===== src/rtl/mem_fill.sv =====
// Fills SDRAM from address 0 with a selectable test pattern in fixed-length bursts,
// optionally reading the image back and counting mismatches.
module mem_fill #(
  parameter int ADDR_WIDTH   = 22,
  parameter int DATA_WIDTH   = 32,
  parameter int FILL_WORDS   = 96000,
  parameter int BURST_LENGTH = 8,
  parameter int AUTO_START   = 1,
  parameter int VERIFY       = 0
) (
  input  logic                  i_Clk,
  input  logic                  i_Reset,
  input  logic                  i_Start,
  input  logic [1:0]            i_Mode,
  input  logic [DATA_WIDTH-1:0] i_Fill_Value,
  input  logic                  i_Data_Write_Done,
  input  logic                  i_Data_Read_Valid,
  input  logic [DATA_WIDTH-1:0] i_Data_Read,
  output logic [1:0]            o_Command,
  output logic [ADDR_WIDTH-1:0] o_Data_Address,
  output logic [DATA_WIDTH-1:0] o_Data_Write,
  output logic                  o_Busy,
  output logic                  o_SDRAM_Initialized,
  output logic [15:0]           o_Error_Count,
  output logic [ADDR_WIDTH-1:0] o_First_Error_Address
);

  localparam logic [1:0] CMD_IDLE  = 2'd0;
  localparam logic [1:0] CMD_WRITE = 2'd1;
  localparam logic [1:0] CMD_READ  = 2'd2;

  localparam int BYTES = DATA_WIDTH / 8;
  localparam int BW    = (BURST_LENGTH > 1) ? $clog2(BURST_LENGTH) : 1;
  localparam logic [ADDR_WIDTH-1:0] LAST_ADDR = ADDR_WIDTH'(FILL_WORDS - 1);
  localparam logic [BW-1:0]         LAST_BEAT = BW'(BURST_LENGTH - 1);

  typedef enum logic [2:0] {S_IDLE, S_WRITE, S_WGAP, S_READ, S_RGAP, S_DONE} state_t;

  state_t                state_q;
  logic [1:0]            cmd_q;
  logic [ADDR_WIDTH-1:0] addr_q;
  logic [DATA_WIDTH-1:0] data_q;
  logic                  busy_q;
  logic                  init_q;
  logic [15:0]           errCnt_q;
  logic [ADDR_WIDTH-1:0] firstErr_q;
  logic [1:0]            mode_q;
  logic [DATA_WIDTH-1:0] fill_q;
  logic [BW-1:0]         beat_q;
  logic                  autoPend_q;

  logic [ADDR_WIDTH-1:0] addrInc_d;
  logic [DATA_WIDTH-1:0] patInc_d;
  logic [DATA_WIDTH-1:0] patCur_d;
  logic [DATA_WIDTH-1:0] patStart_d;

  function automatic logic [DATA_WIDTH-1:0] patternFor(input logic [1:0]            mode,
                                                       input logic [DATA_WIDTH-1:0] fill,
                                                       input logic [ADDR_WIDTH-1:0] addr);
    logic [7:0] lowByte;
    lowByte = 8'(addr);
    case (mode)
      2'd0:    patternFor = {BYTES{lowByte}};
      2'd1:    patternFor = fill;
      2'd2:    patternFor = DATA_WIDTH'(addr);
      default: patternFor = addr[0] ? {BYTES{8'h55}} : {BYTES{8'hAA}};
    endcase
  endfunction

  // The start pattern uses the raw inputs because mode and fill value are latched on the same edge.
  always_comb begin
    addrInc_d  = addr_q + 1'b1;
    patInc_d   = patternFor(mode_q, fill_q, addrInc_d);
    patCur_d   = patternFor(mode_q, fill_q, addr_q);
    patStart_d = patternFor(i_Mode, i_Fill_Value, {ADDR_WIDTH{1'b0}});
  end

  always_ff @(posedge i_Clk) begin
    if (i_Reset) begin
      state_q    <= S_IDLE;
      cmd_q      <= CMD_IDLE;
      addr_q     <= '0;
      data_q     <= '0;
      busy_q     <= 1'b0;
      init_q     <= 1'b0;
      errCnt_q   <= '0;
      firstErr_q <= '0;
      mode_q     <= '0;
      fill_q     <= '0;
      beat_q     <= '0;
      autoPend_q <= (AUTO_START != 0);
    end else begin
      autoPend_q <= 1'b0;
      case (state_q)
        S_IDLE, S_DONE: begin
          if (i_Start || (state_q == S_IDLE && autoPend_q)) begin
            state_q    <= S_WRITE;
            cmd_q      <= CMD_WRITE;
            addr_q     <= '0;
            data_q     <= patStart_d;
            busy_q     <= 1'b1;
            init_q     <= 1'b0;
            errCnt_q   <= '0;
            firstErr_q <= '0;
            mode_q     <= i_Mode;
            fill_q     <= i_Fill_Value;
            beat_q     <= '0;
          end
        end
        S_WRITE: begin
          if (i_Data_Write_Done) begin
            addr_q <= addrInc_d;
            data_q <= patInc_d;
            beat_q <= beat_q + 1'b1;
            if (addr_q == LAST_ADDR) begin
              addr_q <= '0;
              beat_q <= '0;
              cmd_q  <= CMD_IDLE;
              if (VERIFY != 0) begin
                state_q <= S_RGAP;
              end else begin
                state_q <= S_DONE;
                busy_q  <= 1'b0;
                init_q  <= 1'b1;
              end
            end else if (beat_q == LAST_BEAT) begin
              state_q <= S_WGAP;
              cmd_q   <= CMD_IDLE;
              beat_q  <= '0;
            end
          end
        end
        S_WGAP: begin
          state_q <= S_WRITE;
          cmd_q   <= CMD_WRITE;
        end
        S_RGAP: begin
          state_q <= S_READ;
          cmd_q   <= CMD_READ;
        end
        S_READ: begin
          if (i_Data_Read_Valid) begin
            if (i_Data_Read != patCur_d) begin
              if (errCnt_q != 16'hFFFF) errCnt_q <= errCnt_q + 16'd1;
              if (errCnt_q == 16'd0) firstErr_q <= addr_q;
            end
            addr_q <= addrInc_d;
            beat_q <= beat_q + 1'b1;
            if (addr_q == LAST_ADDR) begin
              addr_q  <= '0;
              beat_q  <= '0;
              cmd_q   <= CMD_IDLE;
              state_q <= S_DONE;
              busy_q  <= 1'b0;
              init_q  <= 1'b1;
            end else if (beat_q == LAST_BEAT) begin
              state_q <= S_RGAP;
              cmd_q   <= CMD_IDLE;
              beat_q  <= '0;
            end
          end
        end
        default: begin
          state_q <= S_IDLE;
          cmd_q   <= CMD_IDLE;
        end
      endcase
    end
  end

  assign o_Command             = cmd_q;
  assign o_Data_Address        = addr_q;
  assign o_Data_Write          = data_q;
  assign o_Busy                = busy_q;
  assign o_SDRAM_Initialized   = init_q;
  assign o_Error_Count         = errCnt_q;
  assign o_First_Error_Address = firstErr_q;

endmodule


===== config.mk =====
export PLATFORM = sky130hd
export DESIGN_NAME = mem_fill
export DESIGN_NICKNAME = d
export VERILOG_FILES = /design/src/rtl/mem_fill.sv
export SDC_FILE = /design/constraint.sdc
export NUM_CORES = 1
export LEC_CHECK = 0
export ABC_CLOCK_PERIOD_IN_PS = 4100
export CAP_MARGIN = 5
export CORE_ASPECT_RATIO = 1.5
export CORE_MARGIN = 2
export CORE_UTILIZATION = 28
export CTS_CLUSTER_DIAMETER = 50
export CTS_CLUSTER_SIZE = 16
export DETAILED_ROUTE_END_ITERATION = 10
export MAX_ROUTING_LAYER = met4
export PLACE_DENSITY = 0.46
export SETUP_SLACK_MARGIN = 0.2
export SYNTH_ARGS = -nofsm -noshare
export SYNTH_HDL_FRONTEND = slang
export SYNTH_SLANG_ARGS = --single-unit

===== constraint.sdc =====
create_clock -name i_Clk -period 4.1 [get_ports i_Clk]
set_clock_uncertainty 0.15 [all_clocks]
set_input_delay 0.615 -clock i_Clk [delete_from_list [all_inputs] [get_ports i_Clk]]
set_output_delay 0.615 -clock i_Clk [all_outputs]
set_load 0.05 [all_outputs]

Yosys cells after proc, flatten, opt, wreduce, memory -nomap -nowiden --
Index checks and enable logic that the tools add are counted.
Storage, ports and cells: bits of input ports 71, output and inout port bits 96, word-level logic and storage cells 107, register bits after elaboration 137
Operators by class: eq/ne operators 21, reduce and logical (&&, ||, !) cells 18, multiplexer cells 53, add/sub/neg operators 3
Operator list (number):
- 32-bit case mux with 3 select lines | 2
- 22-bit 2-to-1 mux | 7
- 32-bit 2-to-1 mux | 4
- 32-bit case mux with 2 select lines | 2
- 22-bit case mux with 3 select lines | 1
- 16-bit 2-to-1 mux | 4
- 22-bit case mux with 2 select lines | 1
- 3-bit 2-to-1 mux | 12
- 32-bit != test | 1
- 16-bit case mux with 2 select lines | 1
- 22-bit by 1-bit adder with 22-bit output (second input constant) | 1
- 22-bit by 17-bit == test with 1-bit output (second input constant) | 1
- 16-bit by 1-bit adder with 16-bit output (second input constant) | 1
- 16-bit logical NOT | 1
- 16-bit != test (second input constant) | 1
- 3-bit case mux with 5 select lines | 1
- 5-bit AND reduction | 3
- 2-bit != test (second input constant) | 6
- 2-bit 2-to-1 mux | 5
- 2-bit case mux with 5 select lines | 1
- 3-bit == test (second input constant) | 3
- 1-bit 2-to-1 mux | 9
- 3-bit case mux with 3 select lines | 1
- 3-bit by 2-bit == test with 1-bit output (second input constant) | 2
- other kinds (16) | 24

Depth between registers and ports, before layout --
word-level depth 6, mapped depth 13, gate-level depth less buffers 9

Worst setup path after synthesis --
No wires, ideal clock.
kind register to register, start point register addr_q[2], in the netlist o_Data_Address[2], end point register errCnt_q[0], in the netlist o_Error_Count[0], stages on the path, launching flop included 11, library setup time 0.121 ns, required time 3.829 ns, slack 1.067 ns, period minus slack after synthesis 3.033 ns, data arrival time 2.762 ns, path through dfxtp_1 > clkbuf_1 > nor3b_1 > a21oi_1 > xnor2_1 > or4_4 > a2111oi_4 > and4_1 > buf_4 > nor3_1 > mux2_2
On the way: word-level cells in the longest chain between the ends 4
Ends and longest elaborated chain:
- start: declaration | RTL line 41 | logic [ADDR_WIDTH-1:0] addr_q;
- start signal: assignment | RTL line 112 | addr_q <= addrInc_d;
- start signal: assignment | RTL line 147 | addr_q <= addrInc_d;
- 32-bit case mux with 3 select lines | RTL line 62 | case (mode)
- 32-bit != test | RTL line 143 | if (i_Data_Read != patCur_d) begin
- 2-bit != test (no source line)
- 5-bit AND reduction (no source line)
- end signal: assignment | RTL line 144 | if (errCnt_q != 16'hFFFF) errCnt_q <= errCnt_q + 16'd1;
- end: declaration | RTL line 45 | logic [15:0] errCnt_q;
No other way between the ends. A chain may end at the register's enable or synchronous reset.

Final worst setup path --
start point register mode_q[1], end point register firstErr_q[13], in the netlist o_First_Error_Address[13]
On the way: word-level cells in the longest chain between the ends 5
Ends and longest elaborated chain:
- start: declaration | RTL line 47 | logic [1:0] mode_q;
- start signal: assignment | RTL line 105 | mode_q <= i_Mode;
- 2-bit == test (tied with other cells) | RTL line 62
- 32-bit case mux with 3 select lines * | RTL line 62
- 32-bit != test * | RTL line 143
- 2-bit != test (no source line) *
- 5-bit AND reduction (no source line) *
- end signal: assignment | RTL line 145 | if (errCnt_q == 16'd0) firstErr_q <= addr_q;
- end: declaration | RTL line 46 | logic [ADDR_WIDTH-1:0] firstErr_q;
Mark *: on every way between the ends. The rest lies on a longest branch, timed or not.

==> impl_metrics.py <==
metrics = {
    "drt": {
        "vias": 8703,
        "routed_wl_um": 33630,
        "routedWlPerCell_um": 20.48,
        "via_per_inst": 5.300,
        "drcViolationCount": 0,
        "drtIter0Drc": 520,
        "ant_nets": 0,
        "drt-pass1-iter-count": 7,
    },
    "floorplanning": {
        "rows": 77,
        "io_pins": 167,
        "die-area_um2": 30970,
        "start_util": 0.2825,
        "coreArea_um2": 29290,
        "die_width_um": 144.4,
        "chipHeight_um": 214.5,
    },
    "finish": {
        "layout-drive-gt1-share": 0.08180,
        "n_fill_cell": 3137,
        "area_growth_pct": 33.07,
        "final_cells": 1642,
        "nNetsFinal": 1310,
        "num_antenna_cells": 0,
    },
    "logic_synthesis": {
        "netlist_instances": 1107,
        "synth_area_per_cell_um2": 7.474,
        "ys_seq_area_frac": 0.3315,
        "synthArstFlopShare": 0,
        "synth-edff-count": 0,
        "syn_area_um2": 8274,
        "syn-num-nets": 1183,
        "synth.ff_latch_count": 137,
        "yosys_most_used_dff": "dfxtp_1",
        "yosys_warnings": 0,
        "ys_types": 73,
    },
    "sta": {
        "finalSetupViolations": 0,
        "fin_crit_sh": 0.8284,
        "rsz0062_at_grt": "no",
        "final-hold-violation-count": 0,
        "fin_crit_ps": 3397,
        "tns_ps": 0,
        "slew_headroom": 0.1813,
        "whs_ps": 304.5,
        "worst_pin_slew_ps": 1224,
        "max_clock_freq_mhz": 294.4,
        "final_max_slew_viol_count": 0,
        "postLayoutSetupSlackWorst_ps": 703.4,
    },
    "placement": {
        "gp_congestion": 0.8980,
        "dp_cells": 1610,
        "dp_slack_ps": 442.3,
        "dpl.hpwl_um": 25130,
        "portBuffers": 166,
    },
    "power_and_ir_drop": {
        "power.density_nw_per_um2": 457.3,
        "p_leak_uw": 0.003785,
        "p_total_uw": 5035,
        "peakVddDrop_mv": 0.3334,
    },
    "clock_network": {
        "cts-hold-fix-buffers": 0,
        "cts_setup_buffers": 0,
        "cts_buffer_depth": 2,
        "root_buffer": "clkbuf_16",
        "cts_max_level": 4,
        "insertion_delay_ps": 440,
        "cts_buffers": 17,
        "cts_num_sinks": 137,
        "clk_pin_slew_ps": 60,
        "tritoncts": "built",
        "ctsResizeCount": 0,
    },
    "critical_path": {
        "critical_path.endpoint_type": "flip-flop",
        "slowest_delay_ps": 690,
        "crit_type": "reg -> reg",
        "worstPathMaxFanout": 29,
        "cp.required_ps": 4270,
        "critPathSlowestCell": "dfxtp_2",
        "cp.arrival_ps": 3570,
        "start_kind": "flip-flop",
        "crit_chain": "buf_12 -> mux4_2 -> xor2_1 -> nor3_1 -> and4_1 -> and4_1 -> buf_12 -> o21ai_0 -> o41ai_1",
    },
    "job": {
        "drv_cap": 0,
    },
    "global_route": {
        "grt_usage": 0.2267,
        "grt_pass1_vias": 8559,
        "antenna_found_initial": 0,
        "grt_overflow_total": 0,
        "grt_pass1_wl_um": 51900,
        "grt_max_degree": 83,
    },
    "worst_hold_path": {
        "worst_hold_path_type": "reg -> reg",
    },
    "status": {
        "status": "finished clean",
    },
}
-- state kept, by name (all words and copies together) (netlist names), 2 cells and up --
register,flops
beat_q,3
o_Data_Write,32
o_Data_Address,22
state_q,3
o_Error_Count,16
fill_q,32
o_Command,2
o_First_Error_Address,22
mode_q,2
-- cells in the final DEF (no fill, tap or decap), types with 13 or more instances in the layout --
cell,instances
a211oi_1,16
a21oi_1,125
buf_4,37
clkbuf_16,17
clkdlybuf4s50_1,165
dfxtp_1,135
inv_1,32
mux2i_1,13
nand2_1,123
nand2b_1,13
nand3_1,15
nand3b_1,13
nor2_1,112
nor2b_1,34
nor3_1,45
o21ai_0,78
o41ai_1,17
xnor2_1,32
xor2_1,22
-- cells in the mapped netlist (11+ instances only) --
| cell | n | share of area |
|---|---|---|
| dfxtp_1 | 137 | 0.33 |
| a21oi_1 | 126 | 0.076 |
| nand2_1 | 123 | 0.056 |
| nor2_1 | 113 | 0.051 |
| o21ai_0 | 78 | 0.047 |
| clkbuf_1 | 73 | 0.033 |
| nor3_1 | 45 | 0.027 |
| nor2b_1 | 34 | 0.026 |
| inv_1 | 32 | 0.015 |
| xnor2_1 | 32 | 0.034 |
| xor2_1 | 22 | 0.023 |
| o41ai_1 | 17 | 0.018 |
| a211oi_1 | 16 | 0.015 |
| nand3_1 | 15 | 0.0091 |
| buf_2 | 13 | 0.0079 |
| mux2i_1 | 13 | 0.016 |
| nand2b_1 | 13 | 0.0098 |
| nand3b_1 | 13 | 0.012 |
| a22oi_1 | 12 | 0.011 |
| a311oi_1 | 12 | 0.013 |
| nand4_1 | 11 | 0.0083 |
-- final cells by class --
class | instances | area (um^2) | share of cell area
multi-input cells | 840 | 5011 | 0.4551
flip-flops and latches | 137 | 2745 | 0.2493
well taps | 395 | 494.2 | 0.04489
clock buffers | 21 | 460.4 | 0.04182
inverters | 32 | 120.1 | 0.01091
clock inverters | 11 | 170.2 | 0.01545
repair buffers | 206 | 2009 | 0.1825
-- path summary, 6_finish.rpt --
path | startpoint | end | slack [ps] | depth (start not counted)
min reg2reg | fill_q[5] | fill_q[5] | 300 | 2
min | fill_q[5] | fill_q[5] | 300 | 2
max | mode_q[1] | o_First_Error_Address[13] | 700 | 9
max reg2reg | mode_q[1] | o_First_Error_Address[13] | 700 | 9
-- report_power, final --
group | internal (uW) | switching [uW] | leakage [uW] | total, uW
clock | 1050 | 629 | 0.000299 | 1680
sequential | 1470 | 130 | 0.00112 | 1600
combinational | 584 | 1170 | 0.00237 | 1760
-- metal layers --
metal  share of wire  global-route usage  vias to the layer above
met5               0                   -                        -
met4           0.039             0.09871                        0
met3           0.046             0.03327                       66
met2            0.51              0.3717                      301
met1            0.41              0.2742                     4106
li1                -                   -                     4230
-- kinds of logic after synthesis --
family	synth area share
AND/OR/NAND/NOR	0.2439
AO/OA/AOI/OAI	0.2633
flip-flops	0.3315
buffers and inverters	0.06412
XOR/XNOR	0.05716
multiplexers	0.03251
adder cells (fa/ha/maj)	0.007561
-- critical path: cells and delay by family, from the launching register on --
kind	cells	cell delay, ps
AOI/OAI and AO/OA	2	200
xor gates and xnor gates	1	170
buffers and inverters	2	470
DFF	1	690
muxes	1	520
and+or+nand+nor	3	1070
-- per-stage QoR --
| step | instance area (um^2) | utilization |
|---|---|---|
| finish | 11010 | 0.3759 |
| global route | 11010 | 0.3759 |
| CTS | 11010 | 0.3759 |
| detailed placement | 10380 | 0.3544 |
| global placement | 10380 | 0.3544 |
| floorplan | 8274 | - |
No activity file was read; power rests on OpenSTA's default activity.
